$ cat src/rtl/multicycle_control.sv
// multicycle_control
//   Main control FSM for a multi-cycle MIPS datapath (shared ALU, single memory,
//   PC/IR/MDR/A/B/ALUOut registers). Sequences R-type, lw, sw, beq, j, addi, andi,
//   ori and slti. Memory accesses (FETCH, MEMRD, MEMWR) each take MEM_LAT cycles.
//   Unsupported opcodes set a sticky illegal flag; fetching continues.
//
// Parameters
//   MEM_LAT  cycles per memory access (>=1)
//   ALUOP_W  ALUOp width (010 R-funct, 011 add, 100 sub, 111 and, 101 or, 001 slt)
//
// Ports
//   clk, rst_n              clock (rising edge), async active-low reset
//   OPCODE[5:0]             IR[31:26], stable from DECODE to end of instruction
//   PCWrite, PCWriteCond    PC load (unconditional / on ALU Zero)
//   IorD                    memory address select 0=PC 1=ALUOut
//   MemRead, MemWrite       memory strobes
//   IRWrite                 instruction register load
//   MemToReg, RegDst        register write data / destination select
//   RegWrite                register file write
//   ALUSrcA, ALUSrcB[1:0]   ALU operand selects
//   ALUOp[ALUOP_W-1:0]      ALU operation class
//   PCSource[1:0]           PC input select 00=ALU 01=ALUOut 10=jump target
//   instr_done              pulse in the last state of each instruction
//   illegal                 sticky unsupported-opcode flag
//   state[3:0]              current state (debug)
//
// state  | meaning
// IDLE   | after reset, leaves on the first clock
// FETCH  | read instruction, PC+4 (MEM_LAT cycles, IR/PC load in last)
// DECODE | register read, branch target into ALUOut, dispatch on OPCODE
// MEMADR | compute lw/sw address
// MEMRD  | data read (MEM_LAT cycles)
// MEMWB  | write MDR to rt
// MEMWR  | data write (MEM_LAT cycles, strobe in last)
// EXEC   | R-type ALU operation
// ALUWB  | write ALUOut to rd
// BRANCH | beq compare and conditional PC load
// JUMP   | PC load from jump target
// IEXEC  | immediate ALU operation
// IWB    | write ALUOut to rt

module multicycle_control #(
  parameter int MEM_LAT = 1,
  parameter int ALUOP_W = 3
) (
  input  logic               clk,
  input  logic               rst_n,
  input  logic [5:0]         OPCODE,
  output logic               PCWrite,
  output logic               PCWriteCond,
  output logic               IorD,
  output logic               MemRead,
  output logic               MemWrite,
  output logic               IRWrite,
  output logic               MemToReg,
  output logic               RegDst,
  output logic               RegWrite,
  output logic               ALUSrcA,
  output logic [1:0]         ALUSrcB,
  output logic [ALUOP_W-1:0] ALUOp,
  output logic [1:0]         PCSource,
  output logic               instr_done,
  output logic               illegal,
  output logic [3:0]         state
);

  localparam int CNT_W = (MEM_LAT > 1) ? $clog2(MEM_LAT) : 1;
  localparam logic [CNT_W-1:0] CNT_LAST = CNT_W'(MEM_LAT - 1);

  localparam logic [ALUOP_W-1:0] OP_RFN = ALUOP_W'(3'b010);
  localparam logic [ALUOP_W-1:0] OP_ADD = ALUOP_W'(3'b011);
  localparam logic [ALUOP_W-1:0] OP_SUB = ALUOP_W'(3'b100);
  localparam logic [ALUOP_W-1:0] OP_AND = ALUOP_W'(3'b111);
  localparam logic [ALUOP_W-1:0] OP_OR  = ALUOP_W'(3'b101);
  localparam logic [ALUOP_W-1:0] OP_SLT = ALUOP_W'(3'b001);

  localparam logic [5:0] OPC_R    = 6'b000000;
  localparam logic [5:0] OPC_LW   = 6'b100011;
  localparam logic [5:0] OPC_SW   = 6'b101011;
  localparam logic [5:0] OPC_BEQ  = 6'b000100;
  localparam logic [5:0] OPC_J    = 6'b000010;
  localparam logic [5:0] OPC_ADDI = 6'b001000;
  localparam logic [5:0] OPC_ANDI = 6'b001100;
  localparam logic [5:0] OPC_ORI  = 6'b001101;
  localparam logic [5:0] OPC_SLTI = 6'b001010;

  typedef enum logic [3:0] {
    IDLE   = 4'd0,
    FETCH  = 4'd1,
    DECODE = 4'd2,
    MEMADR = 4'd3,
    MEMRD  = 4'd4,
    MEMWB  = 4'd5,
    MEMWR  = 4'd6,
    EXEC   = 4'd7,
    ALUWB  = 4'd8,
    BRANCH = 4'd9,
    JUMP   = 4'd10,
    IEXEC  = 4'd11,
    IWB    = 4'd12
  } state_t;

  state_t           cur, nxt;
  logic [CNT_W-1:0] wait_cnt;
  logic             in_wait;
  logic             last_wait;
  logic             set_illegal;

  assign in_wait   = (cur == FETCH) || (cur == MEMRD) || (cur == MEMWR);
  assign last_wait = (wait_cnt == CNT_LAST);
  assign state     = cur;

  always_ff @(posedge clk or negedge rst_n) begin
    if (!rst_n) begin
      cur      <= IDLE;
      wait_cnt <= '0;
      illegal  <= 1'b0;
    end else begin
      cur <= nxt;
      // Counter only advances inside a wait state; it is zero whenever one is entered.
      if (in_wait && !last_wait) wait_cnt <= wait_cnt + CNT_W'(1);
      else                       wait_cnt <= '0;
      if (set_illegal) illegal <= 1'b1;
    end
  end

  always_comb begin
    nxt         = cur;
    set_illegal = 1'b0;
    PCWrite     = 1'b0;
    PCWriteCond = 1'b0;
    IorD        = 1'b0;
    MemRead     = 1'b0;
    MemWrite    = 1'b0;
    IRWrite     = 1'b0;
    MemToReg    = 1'b0;
    RegDst      = 1'b0;
    RegWrite    = 1'b0;
    ALUSrcA     = 1'b0;
    ALUSrcB     = 2'b00;
    ALUOp       = '0;
    PCSource    = 2'b00;
    instr_done  = 1'b0;
    case (cur)
      IDLE: nxt = FETCH;
      FETCH: begin
        MemRead = 1'b1;
        ALUSrcB = 2'b01;
        ALUOp   = OP_ADD;
        if (last_wait) begin
          IRWrite = 1'b1;
          PCWrite = 1'b1;
          nxt     = DECODE;
        end
      end
      DECODE: begin
        ALUSrcB = 2'b11;
        ALUOp   = OP_ADD;
        case (OPCODE)
          OPC_R:                                  nxt = EXEC;
          OPC_LW, OPC_SW:                         nxt = MEMADR;
          OPC_BEQ:                                nxt = BRANCH;
          OPC_J:                                  nxt = JUMP;
          OPC_ADDI, OPC_ANDI, OPC_ORI, OPC_SLTI:  nxt = IEXEC;
          default: begin
            set_illegal = 1'b1;
            instr_done  = 1'b1;
            nxt         = FETCH;
          end
        endcase
      end
      MEMADR: begin
        ALUSrcA = 1'b1;
        ALUSrcB = 2'b10;
        ALUOp   = OP_ADD;
        nxt     = (OPCODE == OPC_SW) ? MEMWR : MEMRD;
      end
      MEMRD: begin
        MemRead = 1'b1;
        IorD    = 1'b1;
        if (last_wait) nxt = MEMWB;
      end
      MEMWB: begin
        RegWrite   = 1'b1;
        MemToReg   = 1'b1;
        instr_done = 1'b1;
        nxt        = FETCH;
      end
      MEMWR: begin
        IorD = 1'b1;
        if (last_wait) begin
          MemWrite   = 1'b1;
          instr_done = 1'b1;
          nxt        = FETCH;
        end
      end
      EXEC: begin
        ALUSrcA = 1'b1;
        ALUOp   = OP_RFN;
        nxt     = ALUWB;
      end
      ALUWB: begin
        RegWrite   = 1'b1;
        RegDst     = 1'b1;
        instr_done = 1'b1;
        nxt        = FETCH;
      end
      BRANCH: begin
        ALUSrcA     = 1'b1;
        ALUOp       = OP_SUB;
        PCWriteCond = 1'b1;
        PCSource    = 2'b01;
        instr_done  = 1'b1;
        nxt         = FETCH;
      end
      JUMP: begin
        PCWrite    = 1'b1;
        PCSource   = 2'b10;
        instr_done = 1'b1;
        nxt        = FETCH;
      end
      IEXEC: begin
        ALUSrcA = 1'b1;
        ALUSrcB = 2'b10;
        case (OPCODE)
          OPC_ANDI: ALUOp = OP_AND;
          OPC_ORI:  ALUOp = OP_OR;
          OPC_SLTI: ALUOp = OP_SLT;
          default:  ALUOp = OP_ADD;
        endcase
        nxt = IWB;
      end
      IWB: begin
        RegWrite   = 1'b1;
        instr_done = 1'b1;
        nxt        = FETCH;
      end
      default: nxt = IDLE;
    endcase
  end

endmodule
$ cat config.mk
export PLATFORM = sky130hd
export DESIGN_NAME = multicycle_control
export DESIGN_NICKNAME = d
export VERILOG_FILES = /design/src/rtl/multicycle_control.sv
export SDC_FILE = /design/constraint.sdc
export NUM_CORES = 1
export LEC_CHECK = 0
export ABC_AREA = 1
export CAP_MARGIN = 20
export CELL_PAD_IN_SITES_DETAIL_PLACEMENT = 0
export CELL_PAD_IN_SITES_GLOBAL_PLACEMENT = 2
export CORE_ASPECT_RATIO = 1.5
export CORE_MARGIN = 5
export CORE_UTILIZATION = 19
export CTS_CLUSTER_SIZE = 8
export DETAILED_ROUTE_END_ITERATION = 8
export PLACE_DENSITY_LB_ADDON = 0.3
export SETUP_SLACK_MARGIN = 0.4
export SYNTH_ARGS = -nofsm -noshare
export SYNTH_HDL_FRONTEND = slang
export SYNTH_SLANG_ARGS = --single-unit
$ cat constraint.sdc
create_clock -name clk -period 1.4 [get_ports clk]
set_clock_uncertainty 0.05 [all_clocks]
set_input_delay 0.14 -clock clk [delete_from_list [all_inputs] [get_ports clk]]
set_output_delay 0.14 -clock clk [all_outputs]
set_load 0.1 [all_outputs]
==> results of run 1 <==
==> cell usage in the layout (no fill, tap or decap), types with 5 or more instances in the layout <==
cell and instances:
buf_6 21, nand3_1 6, clkdlybuf4s50_1 5, nand2_1 18, buf_4 29, nand2_8 5, nor2_4 12, inv_1 10
nor2_1 6, buf_12 23, nand2_2 12
==> layer usage <==
layer	GRT usage, %	share of wire (%)	up-vias	routed length [um]
li1	-	-	509	-
met1	12.2	34	448	994
met2	26.8	60	24	1740
met3	2.04	4.0	8	116
met4	4.18	1.9	0	55
met5	0	0	-	0
==> what timing repair did <==
| action | in CTS | in global routing |
|---|---|---|
| buffers inserted | 8 | 4 |
| pin swaps | 10 | 10 |
| resized for setup | 37 | 16 |
| endpoints found under the setup margin | 28 | 28 |
==> path summary, 6_finish.rpt <==
path | from | end | slack, ns | cells past startpoint
min reg2reg | illegal | illegal | 0.47 | 2
max reg2reg | state[2] | state[2] | -0.21 | 10
max | state[2] | ALUSrcA | -0.38 | 7
min in group clk | OPCODE[2] | state[3] | 0.40 | 5
min | rst_n | state[3] | 0.10 | 1
max in group asynchronous | rst_n | state[1] | 0.96 | 1
==> kinds of logic (layout without fill, tap and decap cells) <==
family / Yosys count / in the layout / synth area share [%]
buffers and inverters: 21 / 105 / 12.8
AND/OR/NAND/NOR: 68 / 68 / 48.9
AO/OA/AOI/OAI: 12 / 12 / 14.5
other: 1 / 1 / 0.580
flip-flops: 6 / 6 / 23.2
==> layout make-up <==
type	count	area [um^2]	area share (%)
Sequential cell	6	166	8.25
Timing Repair Buffer	81	1010	50.3
Inverter	20	96.3	4.78
Multi-Input combinational cell	81	642	31.8
Clock buffer	4	45.0	2.23
Tap cell	42	52.6	2.61
==> state kept, by name, summed over array words and instances (netlist names) <==
signal	cells
state	4
illegal	1
wait_cnt	1
==> stage by stage <==
stage	cells	utilization [%]	area [um^2]	setup slack (ns)
floorplan	108	-	815	-1.15
global placement	218	50.6	1700	-0.318
detailed placement	218	50.6	1700	-0.343
CTS	230	57.7	1930	-0.389
global route	234	60.2	2020	-0.457
finish	234	60.2	2020	-0.378
==> metrics, run 1 <==
Hold WS=0.104 ns; Die Wd=57.6 um; cells after synthesis=108; EDFF count, synth=0; Worst-Skew Late Latency=roughly 0.22 ns; final setup violation count=23; drt pass-1 iters=5; # diodes=0; H-tree levels=1; maxcap violations=0; Initial DRC Count=20; Mapped Avg Cell Area=about 6 um^2; share of layout cells above drive strength 1=70.3%; top post-synthesis cells by area=dfrtp_1 (23%), nand2_1 (20%), nor2_1 (7.5%), inv_1 (7.0%), nand3_1 (5.4%); Ys Warns=0; antenna violations before repair=0; setup TNS=-5.79 ns; row count=26; post-synthesis sequential area ratio=23.2%; most common cell in the netlist=nand2_1; vias in the first global route=1,074; Crit Path Category=flop to output pin; CP max FO=6; CP top delay family=buffers and inverters; Via-to-Cell Ratio=4.23; slowest CP cell=dfrtp_4; CP cell instances=inv_4 > buf_4 > nand2_4 > nor2_4 > inv_2 > o211ai_1 > clkbuf_16; register bit total from synthesis=6; Final min period=~1.8 ns; DRC=0; root buf cell=clkbuf_8; Yosys cell types=24; mapped cell area=647 um^2; syn_nets=roughly 120; post-synthesis async set-or-reset flop share=between 90% and 100%; Main synth FF type=dfrtp_1; Commonest cells post-synth=nand2_1 (34), nor2_1 (13), inv_1 (12), inv_2 (8), nand3_1 (7); Synth area leader=dfrtp_1; Critical Path Max Stage Delay=0.48 ns; Hold Vio Cnt, Final=0; Core Region=roughly 3400 um^2; Top Ports=31; Worst EP required=1.21 ns; Routed Antenna Nets=0; RSZ-0062 raised after global routing=true; clock-pin slew on the worst setup and hold paths=~0.04 ns; number of buffers inserted by port buffering=30; Critical Path Start Type=flop; Die Ht=81.5 um; CP arrival=1.59 ns; cts hold-fix bufs=0; die footprint=4700 um^2; first-pass GRT wire length=4.69 mm; fin crit share=127%; critical path capture point type=output pin; synthesis-to-layout area growth=212%; clk sinks=6; CTS tree=done; Initial Util=19.3%; CTS Buf Count=3; largest net degree at the start of global routing=8; status=complete, but fails checks; gr ovfl total=0; violated checks=setup timing; Fill cells=between 200 and 300; Nets=between 200 and 250; fin. max-slew vios=0; post-DR wirelength/cell=12.4 um; gr usage total=12.8%; CP bufs+invs=4; maximum clock insertion buffer count=2; routed vias=989; worst min path class=input port to asynchronous set/reset pin; area share of the largest cell type after synthesis=23.2%; final WL=2.91 mm; post-DP HPWL=between 2 and 2.5 mm; Max Clk Rate=0.562 GHz; routability cong.=0.831; final setup margin=-0.378 ns
Power of run 1 is left out: the tool's default activity adds up to more than one toggle a clock period on the data nets, which glitch-free logic cannot reach.
==> run 2: changes to the inputs <==
Settings changed: HOLD_SLACK_MARGIN set to 0.03.
==> results of run 2 <==
No change in the layout: final DEF, timing and power equal those of run 1.
Power of run 2 is left out for the same reason.
==> RTL change: new RTL, config.mk and constraints of run 2 <==
Reset style: synchronous (`rst_n`), changed in one clocked block. Comments in the files are not updated.
--- a/src/rtl/multicycle_control.sv
+++ b/src/rtl/multicycle_control.sv
@@ -112,3 +112,3 @@
 
-  always_ff @(posedge clk or negedge rst_n) begin
+  always_ff @(posedge clk) begin
     if (!rst_n) begin
Formal check against the unedited RTL: differs if rst_n is asserted again (counterexample within 4 cycles, from zero or initial values and one cycle with rst_n low); with rst_n held inactive, the same outputs for 10 cycles.
==> RTL change against run 2 <==
  * Synthesized area shrank 9.9%
  * Critical path type unchanged
  * Cell area is 4.7% lower
  * Register-to-register slack better by 0.09 ns
  * Setup slack better by 0.16 ns
  * Sequential cell count unchanged
  * Wire length shrank 7.1%
  * The flow still finishes with violations (negative setup slack)
==> RTL change: results (changes against run 2) <==
{| class="wikitable"
! Metric !! Value
|-
| First-pass GRT wire length || 4740 µm (+1.2%)
|-
| Most used flip-flop cell after synthesis || dfxtp_1
|-
| Synth warn || 0 (unchanged)
|-
| Placed instance area || 1620 µm² (-4.4%)
|-
| Most instantiated cells after synthesis || nand2_1, nor2_1, inv_1, inv_2, nand3_1
|-
| Seq/Total Area, Yosys || 20.6% (-2.6 points)
|-
| CP peak stage delay || 0.36 ns (-0.12 ns)
|-
| Reg2Reg Setup Slack || -0.12 ns (+0.09 ns)
|-
| Status || complete, but fails checks
|-
| Final total negative setup slack || -2.50 ns (+3.29 ns)
|-
| Arrival @ worst endpoint || 1.43 ns (-0.16 ns)
|-
| Largest driver fanout on the critical path || 5 (-1)
|-
| Number of detailed-route iterations in the first pass || 2 (-3)
|-
| Placed Cells incl. Taps || 212 (-2.8%)
|-
| Total global routing track utilization || 13.2% (+0.38 points)
|-
| Worst-skew pair later-pin latency || 0.22 ns (about the same)
|-
| Via count of the first global-routing pass || 1086 (+1.1%)
|-
| Hold_ws || 0.456 ns (+0.353 ns)
|-
| Maximum resistive drop on vdd || 1.35 mV
|-
| Post-synthesis async set-or-reset flop share || 0% (-100 points)
|-
| Final setup violation count || 21 (-8.7%)
|-
| Number of nets in the final layout || 199 (-1.0%)
|-
| Worst reg2reg endpoint || illegal
|-
| Proportion of layout cells with a drive suffix above 1 || 68.4% (-1.9 points)
|-
| Count of routing violations after the opening detailed-route iteration || 5 (-75%)
|-
| Filler Cells Inserted || 271 (-4.2%)
|-
| Post-DP HPWL || 2250 µm (-0.51%)
|-
| Violations in the final reports || negative setup slack
|-
| Routed len/inst || 11.8 µm (-5.1%)
|-
| Ant. Diodes || 0 (unchanged)
|-
| Placer congestion estimate || 0.882 (+6.1%)
|-
| Non-filler instance count after layout || 229 (-2.1%)
|-
| Ratio of routed vias to standard cells || 4.21 (-0.30%)
|-
| Minimum setup slack in the final design || -0.223 ns (+0.155 ns)
|-
| Worst min-delay path category || register to register
|-
| Leak || approximately 0.00089 µW
|-
| Synth top area cells || nand2_1, dfxtp_1, nor2_1
|-
| Critical path startpoint || state[1]
|-
| Post-Syn Nets || 117 (+0.86%)
|-
| End point of the critical path || ALUOp[2]
|-
| Synthesized instance count || 109 (+0.93%)
|-
| Unique cell type count in the Yosys netlist || 21 (-13%)
|-
| Critical path's slowest cell || dfxtp_4
|}
RTL change: worst min-delay path, stage by stage (launching register included):
cell,delay (ns)
dfxtp_2,0.33
inv_1,0.08
a21oi_2,0.06
RTL change: repair_timing:
item                                   in CTS  in global routing
setup endpoints to repair                  27                 27
endpoints found under the hold margin       0                  0
setup buffers                              10                  3
pin swaps                                  11                 10
gates resized for setup                    31                 17
RTL change: layer usage:
| metal | GRT usage [%] | vias up | share of wire [%] |
|---|---|---|---|
| li1 | - | 502 | - |
| met1 | 13.1 | 442 | 33 |
| met2 | 28.2 | 21 | 64 |
| met3 | 2.16 | 0 | 3.1 |
| met4 | 1.46 | 0 | 0 |
| met5 | 0 | - | 0 |
RTL change: final cells by class:
type | count | area (µm²) | area share [%]
repair buffers | 78 | 952 | 49.5
flip-flops and latches | 6 | 136 | 7.09
inverters | 20 | 93.8 | 4.88
clock buffers | 4 | 45.0 | 2.34
well taps | 39 | 48.8 | 2.54
multi-input cells | 82 | 647 | 33.6
RTL change: power groups by stage:
stage | Combinational, µW | Clock, µW | Sequential (µW)
finish | 3550 | 273 | 294
CTS | 3460 | 274 | 296
floorplan | 1680 | 0 | 555
global placement | 3160 | 0 | 288
global route | 3700 | 288 | 300
detailed placement | 3180 | 0 | 293
RTL change: cell families (layout without fill, tap and decap cells):
group           count (synthesis)  in the layout  synth area share, %
flops                           6              6                 20.6
buf+inv                        21            102                 14.2
compound gates                 13             13                 13.7
simple gates                   68             68                 50.9
other cells                     1              1                0.643
RTL change: metrics by stage:
stage / total power (µW) / setup WS (ns)
3_5_place_dp: 3470 / -0.394
2_1_floorplan: 2240 / -1.06
3_3_place_gp: 3450 / -0.353
5_1_grt: 4290 / -0.291
4_1_cts: 4030 / -0.226
6_report: 4110 / -0.223
